File: src/rtl/e203_regfile_pkg.sv
// Shared constants and helpers for the multi-port EXU register file.
package e203_regfile_pkg;

    localparam int unsigned XLEN_DEFAULT   = 32;
    localparam int unsigned NUM_REGS_RV32I = 32;
    localparam int unsigned NUM_REGS_RV32E = 16;

    // Width of a register index for a file of num_regs entries.
    function automatic int unsigned reg_idx_w(input int unsigned num_regs);
        return $clog2(num_regs);
    endfunction

endpackage

File: src/rtl/e203_regfile_scoreboard.sv
// Write-after-write scoreboard: per-register busy bits, allocation handshake and busy count.
module e203_regfile_scoreboard
    import e203_regfile_pkg::*;
#(
    parameter int unsigned NUM_REGS = NUM_REGS_RV32I,
    localparam int unsigned AW      = reg_idx_w(NUM_REGS),
    localparam int unsigned CW      = reg_idx_w(NUM_REGS) + 1
) (
    input  logic                clk,
    input  logic                rst,
    input  logic                alloc_vld,
    input  logic [AW-1:0]       alloc_idx,
    input  logic [NUM_REGS-1:0] clr_vec,
    output logic [NUM_REGS-1:0] busy,
    output logic                alloc_rdy,
    output logic [CW-1:0]       busy_cnt
);

    logic [NUM_REGS-1:0] busy_q, busy_d;
    logic [CW-1:0]       cnt_q, cnt_d;

    // Ready comes from registered state only; a same-cycle writeback does not unblock it.
    assign alloc_rdy = ~busy_q[alloc_idx];
    assign busy      = busy_q;
    assign busy_cnt  = cnt_q;

    // Next busy vector: clears first, then the allocation so a simultaneous set wins.
    always_comb begin
        busy_d = busy_q & ~clr_vec;
        if (alloc_vld && alloc_rdy && (alloc_idx != '0)) begin
            busy_d[alloc_idx] = 1'b1;
        end
        busy_d[0] = 1'b0;
        cnt_d = '0;
        for (int r = 0; r < NUM_REGS; r++) begin
            cnt_d = cnt_d + CW'(busy_d[r]);
        end
    end

    // Busy vector and its population count, synchronously reset.
    always_ff @(posedge clk) begin
        if (rst) begin
            busy_q <= '0;
            cnt_q  <= '0;
        end else begin
            busy_q <= busy_d;
            cnt_q  <= cnt_d;
        end
    end

endmodule

File: src/rtl/e203_exu_regfile_mp.sv
// Multi-port integer register file with optional write->read bypass and WAW scoreboard.
module e203_exu_regfile_mp
    import e203_regfile_pkg::*;
#(
    parameter int unsigned XLEN     = XLEN_DEFAULT,
    parameter int unsigned NUM_REGS = NUM_REGS_RV32I,
    parameter int unsigned NR       = 2,
    parameter int unsigned NW       = 2,
    parameter bit          BYPASS   = 1'b1,
    localparam int unsigned AW      = reg_idx_w(NUM_REGS),
    localparam int unsigned CW      = reg_idx_w(NUM_REGS) + 1
) (
    input  logic               clk,
    input  logic               rst,
    input  logic [NR*AW-1:0]   read_src_idx,
    output logic [NR*XLEN-1:0] read_src_dat,
    output logic [NR-1:0]      read_src_busy,
    input  logic [NW-1:0]      wbck_dest_wen,
    input  logic [NW*AW-1:0]   wbck_dest_idx,
    input  logic [NW*XLEN-1:0] wbck_dest_dat,
    input  logic               alloc_vld,
    input  logic [AW-1:0]      alloc_idx,
    output logic               alloc_rdy,
    output logic [CW-1:0]      busy_cnt,
    output logic [XLEN-1:0]    x1_r
);

    logic [XLEN-1:0]     rf [NUM_REGS];
    logic [NUM_REGS-1:0] busy;
    logic [NUM_REGS-1:0] clr_vec;

    // Any writeback retires the outstanding allocation of its target register.
    always_comb begin
        clr_vec = '0;
        for (int w = 0; w < NW; w++) begin
            if (wbck_dest_wen[w]) begin
                clr_vec[wbck_dest_idx[w*AW +: AW]] = 1'b1;
            end
        end
    end

    // Register array; later write ports overwrite earlier ones, x0 is never written.
    always_ff @(posedge clk) begin
        if (rst) begin
            for (int r = 0; r < NUM_REGS; r++) begin
                rf[r] <= '0;
            end
        end else begin
            for (int w = 0; w < NW; w++) begin
                if (wbck_dest_wen[w] && (wbck_dest_idx[w*AW +: AW] != '0)) begin
                    rf[wbck_dest_idx[w*AW +: AW]] <= wbck_dest_dat[w*XLEN +: XLEN];
                end
            end
        end
    end

    // Read ports with optional forwarding of same-cycle writebacks (highest port wins).
    always_comb begin
        read_src_dat  = '0;
        read_src_busy = '0;
        for (int i = 0; i < NR; i++) begin
            read_src_dat[i*XLEN +: XLEN] = rf[read_src_idx[i*AW +: AW]];
            read_src_busy[i]             = busy[read_src_idx[i*AW +: AW]];
            if (BYPASS) begin
                for (int w = 0; w < NW; w++) begin
                    if (wbck_dest_wen[w] &&
                        (wbck_dest_idx[w*AW +: AW] == read_src_idx[i*AW +: AW])) begin
                        read_src_busy[i] = 1'b0;
                        if (read_src_idx[i*AW +: AW] != '0) begin
                            read_src_dat[i*XLEN +: XLEN] = wbck_dest_dat[w*XLEN +: XLEN];
                        end
                    end
                end
            end
        end
    end

    assign x1_r = rf[1];

    e203_regfile_scoreboard #(
        .NUM_REGS (NUM_REGS)
    ) u_scoreboard (
        .clk       (clk),
        .rst       (rst),
        .alloc_vld (alloc_vld),
        .alloc_idx (alloc_idx),
        .clr_vec   (clr_vec),
        .busy      (busy),
        .alloc_rdy (alloc_rdy),
        .busy_cnt  (busy_cnt)
    );

endmodule

File: config.mk
export PLATFORM = sky130hd
export DESIGN_NAME = e203_exu_regfile_mp
export DESIGN_NICKNAME = d
export VERILOG_FILES = /design/src/rtl/e203_regfile_pkg.sv /design/src/rtl/e203_regfile_scoreboard.sv /design/src/rtl/e203_exu_regfile_mp.sv
export SDC_FILE = /design/constraint.sdc
export NUM_CORES = 2
export LEC_CHECK = 0
export CAP_MARGIN = 20
export CORE_UTILIZATION = 63
export DETAILED_ROUTE_END_ITERATION = 8
export MAX_ROUTING_LAYER = met4
export PLACE_DENSITY_LB_ADDON = 0.15
export SETUP_SLACK_MARGIN = 0.05
export SLEW_MARGIN = 25
export SYNTH_ARGS = -nofsm -noshare
export SYNTH_HDL_FRONTEND = slang
export SYNTH_SLANG_ARGS = --single-unit
File: constraint.sdc
create_clock -name clk -period 10.49 [get_ports clk]
set_clock_uncertainty 0.2 [all_clocks]
set_input_delay 2.098 -clock clk [delete_from_list [all_inputs] [get_ports clk]]
set_output_delay 2.098 -clock clk [all_outputs]
set_load 0.02 [all_outputs]
==> results_tabular.tex <==
\begin{tabular}{lr}
\hline
Metric & Value \\
\hline
\multicolumn{2}{l}{\textbf{Timing}} \\
Worst Slack Setup Final & 1.75 ns \\
Unrepaired setup endpoints after global routing & false \\
Fmax & $\sim$110 MHz \\
Final number of max-transition violations & 0 \\
Period minus WS final & 8.74 ns \\
Final hold viol count & 0 \\
Sum Neg Setup Slack & 0 ns \\
Setup violation total in the final timing report & 0 \\
Final period util & 83.3\% \\
Worst Tran Pin Value & between 1 and 1.5 ns \\
Worst slew margin relative to its limit & 15.1\% \\
\multicolumn{2}{l}{\textbf{GRT}} \\
First-pass GRT wire length & $\sim$350 mm \\
Maximum number of pins on one net before global-route repair & just under 100 \\
Gr ovfl total & 0 \\
Initial antenna violation count & 11 \\
Number of global-route vias before repair & 48.8k \\
Total routing usage reported by global routing & roughly 50\% \\
\multicolumn{2}{l}{\textbf{Routing}} \\
Average routed wire per standard cell & 42.8 um \\
Post-route antenna net violation count & 0 \\
Post-DR vias/cell & 8.78 \\
Number of iterations in the first detailed-routing pass & 8 \\
Remaining design rule violation count & 0 \\
Sum of routed wire length over all layers & approximately 250 mm \\
Initial DRC count & 10.1k \\
Via count & just over 50k \\
\multicolumn{2}{l}{\textbf{Clocking}} \\
Post-cts gate resize count & 0 \\
Clock tree from TritonCTS & yes \\
Worst-case clock buffer depth & 3 \\
Clock sink total & 1061 \\
Number of hold buffers added after CTS & 0 \\
Number of CTS-inserted buffers & between 100 and 150 \\
Number of setup buffers added after CTS & 0 \\
Reg clk slew, reported paths & around 0.06 ns \\
Clock latency at the later pin of the worst-skew pair & 0.73 ns \\
CTS H-tree depth & 3 \\
Clock Root Buffer & clkbuf\_16 \\
\multicolumn{2}{l}{\textbf{Yosys}} \\
Most used flip-flop cell after synthesis & edfxtp\_1 \\
Synth unique cells & 67 \\
Proportion of synthesized chip area in sequential cells & 50.3\% \\
Number of warnings issued by yosys & 0 \\
Synth Instances & 4550 \\
Cell area after synthesis & 62700 um\^{}2 \\
Cell taking the most area after synthesis & edfxtp\_1 \\
Register bit count reported by yosys & 1061 \\
Fraction of synthesis flops using an asynchronous set or reset pin & 0\% \\
EDFF count, synth & 1024 \\
Avg Inst Size Synth & between 10 and 15 um\^{}2 \\
Library cell with the highest instance count after synthesis & edfxtp\_1 \\
Most instantiated cells after synthesis & edfxtp\_1, a22o\_1, clkbuf\_1 \\
Fraction of synthesized cell area taken by the top area cell type & 49.1\% \\
Cell types occupying the most area after synthesis & edfxtp\_1, a22o\_1, mux4\_2 \\
\multicolumn{2}{l}{\textbf{Setup path}} \\
Maximum fanout count along the critical path & 32 \\
Cell at the slowest stage of the critical path & nor4b\_2 \\
Buf+Inv Stages, Crit Path & 4 \\
Cells along the critical path & clkdlybuf4s50\_1, inv\_1, o21ai\_0, nor4b\_2, a211oi\_4, buf\_4, and3\_1, nor3\_1, clkdlybuf4s50\_1 \\
Type of element capturing the critical path & output port \\
Delay of the slowest cell on the worst path & 0.88 ns \\
Most used cell, CP & clkdlybuf4s50\_1 \\
CP Data Required Time & 8.19 ns \\
Worst setup SP type & input port \\
Setup Crit Path Kind & input port to output port \\
Top Family by Delay on Critical Path & buffers and inverters \\
Data arrival time at the worst-slack endpoint & $\sim$6.4 ns \\
\multicolumn{2}{l}{\textbf{Pwr}} \\
Max VDD drop & 0.000140 V \\
Static Leak & 24.0 nW \\
Power per cell area & roughly 150 nW/um\^{}2 \\
\multicolumn{2}{l}{\textbf{Placed design}} \\
Pre-CTS worst setup slack & 1.39 ns \\
Final RePlAce weighted congestion & between 0.9 and 1 \\
Placed wire-length estimate & 141 mm \\
\# port buffers & 198 \\
\multicolumn{2}{l}{\textbf{Worst hold path}} \\
Path category of the worst min-delay check & flop to flop \\
\multicolumn{2}{l}{\textbf{Die}} \\
Die extent in y & 317 um \\
Io pins & 199 \\
Number of rows created at floorplan & 115 \\
Core region area & 98400 um\^{}2 \\
Horizontal die dimension & 317 um \\
Starting utilization of the core area & between 60\% and 70\% \\
Die area & 101000 um\^{}2 \\
\multicolumn{2}{l}{\textbf{Final layout}} \\
Fill cells & 6637 \\
Layout cell share with drive strength beyond 1 & 21.0\% \\
Synthesis-to-layout area growth & 10.9\% \\
Count of nets after finishing & between 4k and 5k \\
\multicolumn{2}{l}{\textbf{Flow run}} \\
Max Cap Violations & 0 \\
\multicolumn{2}{l}{\textbf{Status}} \\
Status & finished, final reports clean \\
\hline
\end{tabular}
area by class of cell:
class	count	area (um^2)	area share [%]
diodes	13	32.5	0.0468
clock inverters	63	658	0.947
multi-input cells	2768	28900	41.5
inverters	39	146	0.211
clock buffers	140	2910	4.18
well taps	1287	1610	2.32
flip-flops and latches	1061	31500	45.3
repair buffers	431	3820	5.49
worst reg2reg max path, delay by kind of cell (launching register included):
kind,cells,cell delay (ns)
compound gates,4,0.94
xor+xnor,1,0.16
fa+ha+maj,8,3.48
buf+inv,2,0.16
flops,1,0.36
mux,1,0.47
simple gates,3,0.51
state kept, by name, summed over array words and instances, names as in the netlist:
name	count
u_scoreboard.busy	31
u_scoreboard.busy_cnt	6
rf	1024
cell families (layout without fill, tap and decap cells):
| kind of cell | count (synthesis) | count (layout) | share of synthesized area [%] |
|---|---|---|---|
| DFF | 1061 | 1061 | 50.3 |
| other | 1 | 45 | 0.00599 |
| muxes | 685 | 685 | 18.8 |
| and+or+nand+nor | 401 | 401 | 3.34 |
| xor gates and xnor gates | 22 | 22 | 0.308 |
| adders and majority gates | 32 | 32 | 0.915 |
| buffers and inverters | 752 | 673 | 4.92 |
| AOI/OAI and AO/OA | 1596 | 1596 | 21.4 |
path summary, 6_finish.rpt:
kind	start	endpoint	slack, ns	cells after the start
worst max-delay path	read_src_idx[3]	read_src_dat[18]	1.75	9
worst min-delay path	u_scoreboard.busy[25]	u_scoreboard.busy[25]	0.38	2
worst max register to register	u_scoreboard.busy[9]	u_scoreboard.busy_cnt[4]	4.05	19
worst min register to register	u_scoreboard.busy[25]	u_scoreboard.busy[25]	0.38	2
layout by cell type (no fill, tap or decap), types with 24 or more instances in the layout:
| cell | n |
|---|---|
| o21ai_0 | 52 |
| conb_1 | 32 |
| mux4_2 | 394 |
| and3_1 | 45 |
| edfxtp_1 | 1024 |
| a22oi_1 | 163 |
| nor2_4 | 27 |
| a32oi_1 | 24 |
| inv_1 | 36 |
| nor2b_1 | 26 |
| clkbuf_1 | 27 |
| a22o_1 | 1018 |
| nor3_1 | 31 |
| nand2_1 | 56 |
| mux2i_1 | 288 |
| a32o_1 | 24 |
| o221a_2 | 24 |
| clkdlybuf4s50_1 | 188 |
| dfxtp_1 | 37 |
| clkbuf_16 | 111 |
| a221oi_1 | 139 |
| nor2_1 | 75 |
| buf_4 | 222 |
| o22ai_1 | 38 |
per-layer routing:
layer | track usage (%) | wire length (um)
met1 | 61.8 | 78500
met2 | 68.0 | 104000
met3 | 23.1 | 48400
met4 | 29.3 | 17700
met5 | - | 0
metrics by stage:
stage / cells / hold WS (ns) / utilization, % / area, um^2 / power (mW)
2_1_floorplan: 4581 / 0.270 / - / 62800 / 6.07
3_3_place_gp: 5579 / 0.377 / 66.9 / 65800 / 6.69
3_5_place_dp: 5581 / 0.374 / 66.9 / 65900 / 6.73
4_1_cts: 5784 / 0.381 / 70.5 / 69400 / 10.6
5_1_grt: 5800 / 0.413 / 70.6 / 69500 / 10.9
6_report: 5802 / 0.375 / 70.6 / 69500 / 10.7
report_power, final:
| part | internal [mW] | switching [mW] | leakage, nW | total, mW |
|---|---|---|---|---|
| Sequential | 4.90 | 0.138 | 10.1 | 5.04 |
| Clock | 2.21 | 1.76 | 1.72 | 3.97 |
| Combinational | 0.640 | 1.08 | 12.2 | 1.72 |
No activity file was read; power rests on OpenSTA's default activity.
